File: src/rtl/bnn_feature_streamer.sv
// Streams quantised features into a flat classifier bus, waits out the classifier
// latency, and returns prediction/label/hit with saturating scoreboard counters.
module bnn_feature_streamer #(
  parameter  int unsigned FEAT_CNT  = 11,
  parameter  int unsigned FEAT_BITS = 4,
  parameter  int unsigned CLASS_CNT = 7,
  parameter  int unsigned LATENCY   = 48,
  parameter  int unsigned CNT_BITS  = 16,
  localparam int unsigned CLS_W     = (CLASS_CNT > 1) ? $clog2(CLASS_CNT) : 1
) (
  input  logic                          clk,
  input  logic                          rst,
  input  logic                          in_valid,
  output logic                          in_ready,
  input  logic [FEAT_BITS-1:0]          in_data,
  input  logic [CLS_W-1:0]              in_label,
  output logic [FEAT_CNT*FEAT_BITS-1:0] features,
  output logic                          clf_start,
  input  logic [CLS_W-1:0]              pred_in,
  output logic                          out_valid,
  input  logic                          out_ready,
  output logic [CLS_W-1:0]              out_pred,
  output logic [CLS_W-1:0]              out_label,
  output logic                          out_hit,
  output logic [CNT_BITS-1:0]           total_cnt,
  output logic [CNT_BITS-1:0]           correct_cnt
);

  localparam int unsigned VEC_W  = FEAT_CNT * FEAT_BITS;
  localparam int unsigned IDX_W  = (FEAT_CNT > 1) ? $clog2(FEAT_CNT) : 1;
  localparam int unsigned WAIT_W = (LATENCY > 1) ? $clog2(LATENCY + 1) : 1;

  typedef enum logic [1:0] {
    ST_LOAD = 2'd0,
    ST_WAIT = 2'd1,
    ST_HOLD = 2'd2
  } state_e;

  state_e              state_q;
  logic [IDX_W-1:0]    idx_q;
  logic [VEC_W-1:0]    asm_q;
  logic [VEC_W-1:0]    asm_d;
  logic [WAIT_W-1:0]   wcnt_q;
  logic [VEC_W-1:0]    feat_q;
  logic                start_q;
  logic                in_ready_q;
  logic                out_valid_q;
  logic [CLS_W-1:0]    pred_q;
  logic [CLS_W-1:0]    label_q;
  logic                hit_q;
  logic [CNT_BITS-1:0] total_q;
  logic [CNT_BITS-1:0] correct_q;
  int unsigned         slot_base;

  logic accept_c;
  logic last_c;

  assign accept_c = in_valid && in_ready_q;
  assign last_c   = (idx_q == IDX_W'(FEAT_CNT - 1));

  // Assembly view including the beat accepted this cycle, so the final beat lands on the bus too.
  always_comb begin
    asm_d     = asm_q;
    slot_base = 32'(idx_q) * FEAT_BITS;
    if (accept_c) begin
      asm_d[slot_base +: FEAT_BITS] = in_data;
    end
  end

  always_ff @(posedge clk or negedge rst) begin
    if (!rst) begin
      state_q     <= ST_LOAD;
      idx_q       <= '0;
      asm_q       <= '0;
      wcnt_q      <= '0;
      feat_q      <= '0;
      start_q     <= 1'b0;
      in_ready_q  <= 1'b1;
      out_valid_q <= 1'b0;
      pred_q      <= '0;
      label_q     <= '0;
      hit_q       <= 1'b0;
      total_q     <= '0;
      correct_q   <= '0;
    end else begin
      start_q <= 1'b0;
      case (state_q)
        ST_LOAD: begin
          if (accept_c) begin
            asm_q <= asm_d;
            if (last_c) begin
              feat_q     <= asm_d;
              label_q    <= in_label;
              idx_q      <= '0;
              wcnt_q     <= '0;
              in_ready_q <= 1'b0;
              start_q    <= 1'b1;
              state_q    <= ST_WAIT;
            end else begin
              idx_q <= idx_q + IDX_W'(1);
            end
          end
        end
        ST_WAIT: begin
          wcnt_q <= wcnt_q + WAIT_W'(1);
          // Counter reads LATENCY-1 on the edge exactly LATENCY cycles after the bus update.
          if (wcnt_q == WAIT_W'(LATENCY - 1)) begin
            pred_q      <= pred_in;
            hit_q       <= (pred_in == label_q);
            out_valid_q <= 1'b1;
            state_q     <= ST_HOLD;
          end
        end
        ST_HOLD: begin
          if (out_ready) begin
            if (total_q != {CNT_BITS{1'b1}}) begin
              total_q <= total_q + CNT_BITS'(1);
            end
            if (hit_q && (correct_q != {CNT_BITS{1'b1}})) begin
              correct_q <= correct_q + CNT_BITS'(1);
            end
            out_valid_q <= 1'b0;
            in_ready_q  <= 1'b1;
            state_q     <= ST_LOAD;
          end
        end
        default: begin
          state_q <= ST_LOAD;
        end
      endcase
    end
  end

  assign in_ready    = in_ready_q;
  assign features    = feat_q;
  assign clf_start   = start_q;
  assign out_valid   = out_valid_q;
  assign out_pred    = pred_q;
  assign out_label   = label_q;
  assign out_hit     = hit_q;
  assign total_cnt   = total_q;
  assign correct_cnt = correct_q;

endmodule
File: config.mk
export PLATFORM = sky130hd
export DESIGN_NAME = bnn_feature_streamer
export DESIGN_NICKNAME = d
export VERILOG_FILES = /design/src/rtl/bnn_feature_streamer.sv
export SDC_FILE = /design/constraint.sdc
export NUM_CORES = 1
export LEC_CHECK = 0
export CAP_MARGIN = 20
export CORE_MARGIN = 1.5
export CORE_UTILIZATION = 59
export CTS_CLUSTER_SIZE = 25
export DETAILED_ROUTE_END_ITERATION = 10
export PLACE_DENSITY = 0.83
export SLEW_MARGIN = 20
export SYNTH_ARGS = -nofsm -noshare
export SYNTH_HDL_FRONTEND = slang
export SYNTH_SLANG_ARGS = --single-unit
File: constraint.sdc
create_clock -name clk -period 5.8 [get_ports clk]
set_clock_uncertainty 0.15 [all_clocks]
set_input_delay 1.45 -clock clk [delete_from_list [all_inputs] [get_ports clk]]
set_output_delay 1.45 -clock clk [all_outputs]
set_load 0.02 [all_outputs]
Word level (Yosys, flattened, before mapping)
Cells that the tools add are included.
- eq/ne operators: 11
- add/sub/neg operators: 5
- shift operators: 2
- mux-type cells: 20
- reduce and logical (&&, ||, !) cells: 15
- operator list (operator ; count):
    44-bit bitwise mux ; 1
    4-bit by 34-bit variable shift with 44-bit output, first input constant ; 1
    4-bit by 34-bit variable part select with 44-bit output ; 1
    6-bit negation with 34-bit output ; 1
    16-bit by 1-bit adder with 16-bit output, second input constant ; 2
    16-bit inequality test, second input constant ; 2
    3-bit AND reduction ; 5
    6-bit two-way mux ; 2
    6-bit one-hot mux with 2 select lines ; 1
    1-bit two-way mux ; 8
    2-bit two-way mux ; 4
    2-bit inequality test, second input constant ; 4
    4-bit AND reduction ; 2
    6-bit by 1-bit adder with 6-bit output, second input constant ; 1
    6-bit equality test, second input constant ; 1
    2-bit one-hot mux with 3 select lines ; 1
    2-bit nonzero test ; 3
    4-bit by 1-bit adder with 4-bit output, second input constant ; 1
    4-bit equality test, second input constant ; 1
    4-bit two-way mux ; 1
    1-bit one-hot mux with 2 select lines ; 2
    2-bit AND reduction ; 2
    3-bit equality test ; 1
    2-bit by 1-bit equality test with 1-bit output, second input constant ; 1
    3 further kinds ; 4
- word-level logic and storage cells: 66
- input bits: 14
- output and inout port bits: 86
- bits in registers: 142

Depth between registers and ports, before layout
- word-level depth: 4
- depth in mapped cells: 9
- mapped depth without buffers: 7

Worst setup path before layout
No wires, ideal clock.
- path type: input port to flip-flop
- start: input in_valid
- end: register asm_q[32]
- data arrival time: 2468 ps
- buffers on the path: 1
- required time: 5525 ps
- setup time: 125 ps
- setup slack: 3058 ps
- cell stages on the path: 4
- cells stage by stage: nand4bb_1 clkbuf_1 a211oi_4 mux2_2
- longest elaborated chain between the ends: 2
- RTL lines (item ; RTL line ; RTL):
    start: declaration ; 13 ; input logic in_valid,
    1-bit logical AND ; 58 ; assign accept_c = in_valid && in_ready_q;
    2-bit AND reduction (no line) ; n/a ;
    end signal: assignment ; 90 ; asm_q <= asm_d;
    end: declaration ; 41 ; logic [VEC_W-1:0] asm_q;
No other way between the ends.
A chain may end at the register's enable or synchronous reset.

Final worst setup path
- start: input in_valid
- end: register feat_q[17] (netlist: features[17])
- longest elaborated chain between the ends: 2
- RTL lines (item ; RTL line ; RTL):
    1-bit logical AND ; 58 ;
    3-bit AND reduction (no line) ; n/a ;
    end signal: assignment ; 92 ; feat_q <= asm_d;
    end: declaration ; 44 ; logic [VEC_W-1:0] feat_q;
No other way between the ends.

==> flow_results.org <==
** Setup path
- Data on the critical path is required at its endpoint by 5.99 ns.
- STA puts the critical path data arrival time at 3.65 ns.
- Count of buffer and inverter cells on the critical path :: 2
- STA classifies the critical path endpoint as a flop.
- The slowest stage of the critical path is the inv_1 cell.
- Traced cell by cell, the critical path runs through clkdlybuf4s50_1, and4bb_2, nand2_2, inv_1, nor2_1, a31oi_1.
- The worst register-to-register path has a setup slack of 2.73 ns.
- Register-to-Register Path Depth :: 6
- Maximum cell stage delay along the critical path :: 0.53 ns
- The critical path is of the input port to flop type.
- Peak fanout along the critical path :: 37
- STA classifies the critical path startpoint as an input port.
- Gate family responsible for the most delay along the worst path :: buffers and inverters
- Reg2reg end :: asm_q[26]
- The worst register-to-register path begins at idx_q[0].

** Layout
- Leading cell type in the layout, fill and taps excluded :: dfrtp_1
- For this run, the number of standard cells in the final layout without fillers is 842.
- Area of the multi-input gates :: 0.00311 mm^2
- The post-route netlist has 14.4% of its cells at a drive strength greater than 1.
- The sequential cells in the finished layout cover a total of 0.00355 mm^2.
- Relative to the synthesized area, the layout overhead comes to 24.0%.
- Fillers :: 791
- The number of antenna diodes in the final layout is 0.
- The top cell types in the final layout, fill and taps aside, are dfrtp_1, clkdlybuf4s50_1, nand2_1, o21ai_0, mux2i_1.
- Final net count :: 710

** Power and ir drop
- Net Sw Frac :: 33.3%
- Part of the total power dissipated in the clock network :: 32.4%
- Static leakage :: 3.79 nW
- Post-layout total power :: 3.24 mW
- Summed over all nets, the switching power comes to 1.08 mW.
- The share of total power dissipated in combinational logic is 28.7%.
- Power share of the sequential group :: 38.9%
- Int Power :: 2.16 mW
- Power spread over the standard cell area amounts to 384 mW/mm^2.
- Worst IR Drop VDD :: 261 uV

** Run status
- The run finished with clean final reports.

** Die
- Initial standard-cell utilization of the core :: 60.2%
- The floorplan step defined a core boundary enclosing 0.0113 mm^2.
- Width of the die :: 110 um
- The initialized floorplan defines 39 standard-cell rows.
- Pin placement for this block handled 100 I/O pins.
- Die span in y :: 110 um
- The die covers 0.0122 mm^2.

** Placed design
- DPL Wire Length :: 10100 um
- Buffers placed on the I/O ports in this run total 99.
- In this run, placement finished with an instance count of 810.
- At the end of routability-driven placement, the weighted congestion stood at 0.858.

** Global route
- Vias in the first global route :: 5098
- The initial antenna violation count is 0.
- First-pass GRT wire length :: 24900 um
- All-layer global routing usage :: 25.4%
- Maximum number of pins on one net before global-route repair :: 97
- Global routing finished with a remaining overflow of 0.

** CTS
- In this run the deepest clock path goes through 2 buffers.
- Number of gates resized after CTS :: 0
- The H-tree was split into 4 levels.
- Clock tree root buffer cell :: clkbuf_16
- Clock latency on the worst-skew pair, taken at its later pin, is 0.42 ns.
- Clock-pin transition on the worst setup and hold timing paths :: 0.06 ns
- Number of sinks on the clock net :: 142
- The number of hold buffers added after CTS was 0.
- TritonCTS built the clock tree.
- In this run, CTS created clock tree buffers numbering 17.
- The number of setup buffers added after CTS is 0.

** Yosys
- The synthesized netlist contains 61 unique library cells.
- For this run, asynchronously set or reset flops after synthesis account for 100%.
- The biggest area contributor in the post-synthesis netlist is dfrtp_1.
- Mux contribution to synthesized area :: 14.7%
- Synthesis produced a netlist with a net count of 613.
- Combined area of all synthesized cells :: 0.00682 mm^2
- After synthesis, the largest area contributor takes up 51.8% of total cell area.
- Summing the areas of all compound-gate instances in the mapped netlist gives 7.07% of the synthesized area.
- In this run, synthesis inferred 0 flip-flops with an integrated enable.
- Flip-flop and latch count after synthesis :: 142
- After synthesis, the cell types taking the most area are dfrtp_1, mux2_2, mux2i_1, nand2_1, o21ai_0.
- Among all flip-flop cells after synthesis, the most frequent one is dfrtp_1.
- Portion of the post-synthesis area used by sequential elements :: 52.1%
- Of the total synthesized cell area, the portion taken by full adders, half adders and majority gates is 1.84%.
- Area share of and/or/nand/nor cells after synthesis :: 17.6%
- The cell count after synthesis came out at 589.
- By area, the combinational part of the netlist is dominated by simple AND/OR/NAND/NOR gates.
- Area share of xor/xnor cells in the synthesized design :: 4.39%
- Mean cell area of the mapped netlist :: 11.6 um^2
- Synthesis Warnings :: 0

** STA
- Setup repair after global routing left no endpoint under its margin.
- Count of endpoints failing hold in the final timing report :: 0
- The worst pin sits at a relative slew slack of 43.7%.
- After layout, the worst path uses 59.7% of the clock period.
- Worst Tran Pin Value :: 0.845 ns
- Hold is met by 0.332 ns.
- The clock period could shrink to 3.46 ns.
- For this run, the top clock speed supported by timing is 289 MHz.
- The final number of max-transition violations was 0.
- Post-Route Setup TNS :: 0 ns
- Setup violations remaining at the end of the flow were counted as 0.

** Detailed routing
- In the routed layout, each cell is associated on average with a via count of 5.87.
- In the routed design, unresolved DRC markers number 0.
- The detail route stage leaves a number of antenna-violating nets equal to 0.
- For this run, the detailed router's first-pass iteration total came to 5.
- Wires add up to 14500 um.
- The routed layout has 4944 vias.
- Detailed-route wire length per cell :: 17.2 um
- Drt first-iter violations :: 318

** Min path
- Depth of the worst hold-timing path :: 1
- The worst hold path begins at out_valid.
- End point of the most critical hold path :: out_valid
- The min-delay analysis places its worst path in the category flop to flop.

** Flow run
- # Max-Cap Violations :: 0
metrics by stage:
step           setup slack [ns]  util (%)  cell area (um^2)
2_1_floorplan              3.06         -              6820
3_3_place_gp               1.96      69.6              7880
3_5_place_dp               1.90      69.6              7880
4_1_cts                    2.33      74.7              8450
5_1_grt                    2.09      74.7              8450
6_report                   2.34      74.7              8450
logic make-up after synthesis:
kind of cell	Yosys count
adders and majority gates	10
AOI/OAI and AO/OA	76
xor gates and xnor gates	32
and+or+nand+nor	206
buffers and inverters	31
DFF	142
muxes	92
how the worst max path moves through the flow:
| stage | slack [ns] | depth (start not counted) | startpoint | end |
|---|---|---|---|---|
| CTS | 2.33 | 6 | in_valid | features[17] |
| detailed placement | 1.90 | 6 | in_valid | features[17] |
| floorplan | 3.06 | 4 | in_valid | asm_q[32] |
| finish | 2.34 | 6 | in_valid | features[17] |
| global route | 2.09 | 6 | in_valid | features[17] |
| global placement | 1.96 | 6 | in_valid | features[17] |
area by class of cell:
class | count | share of cell area, %
Inverter | 7 | 0.311
Clock buffer | 25 | 5.74
Sequential cell | 142 | 42.0
Tap cell | 143 | 2.12
Multi-Input combinational cell | 416 | 36.8
Timing Repair Buffer | 102 | 12.0
Clock inverter | 7 | 1.01
per-layer routing:
layer,global-route usage (%),vias up,wire length (um)
met1,32.6,2435,6350
li1,-,2317,-
met4,10.7,0,229
met2,42.5,170,7220
met5,0,-,0
met3,4.99,22,652
synth_stat cells (3+ instances only):
library cell	instances
nor2_1	16
or3_1	3
a21oi_4	4
buf_4	3
ha_1	10
nor3b_1	4
nor3_4	3
clkbuf_1	9
inv_1	7
dfrtp_1	141
xnor2_1	9
and3_1	12
nor3_1	19
nand3_1	21
nand2_1	68
and2_1	6
mux2_4	4
mux2_1	8
mux2_2	39
xor2_1	22
o21ai_1	5
nand2b_1	3
nor4_1	4
and4_1	9
buf_2	10
nand4_1	14
a31oi_1	5
mux2i_1	41
a21oi_1	4
o21ai_0	45
registers in the layout, indices dropped and copies added, names as in the netlist:
register,flops
asm_q,44
clf_start,1
correct_cnt,16
features,44
idx_q,4
in_ready,1
out_hit,1
out_label,3
out_pred,3
out_valid,1
state_q,2
total_cnt,16
wcnt_q,6
worst reg2reg max path: stages, from the launching register on:
cell and delay (ns):
dfrtp_1 0.65, inv_1 0.28, ha_1 0.41, nand2b_1 0.48
a21oi_4 0.36, and2_1 0.27, mux2_2 0.36
power by group through the flow:
stage	registers [mW]	logic [mW]	clock network [mW]
2_1_floorplan	1.29	0.641	0
3_3_place_gp	1.26	0.898	0
3_5_place_dp	1.27	0.930	0
4_1_cts	1.26	0.939	1.07
5_1_grt	1.29	1.02	1.10
6_report	1.26	0.931	1.05
Power figures use the tool's default switching activity.
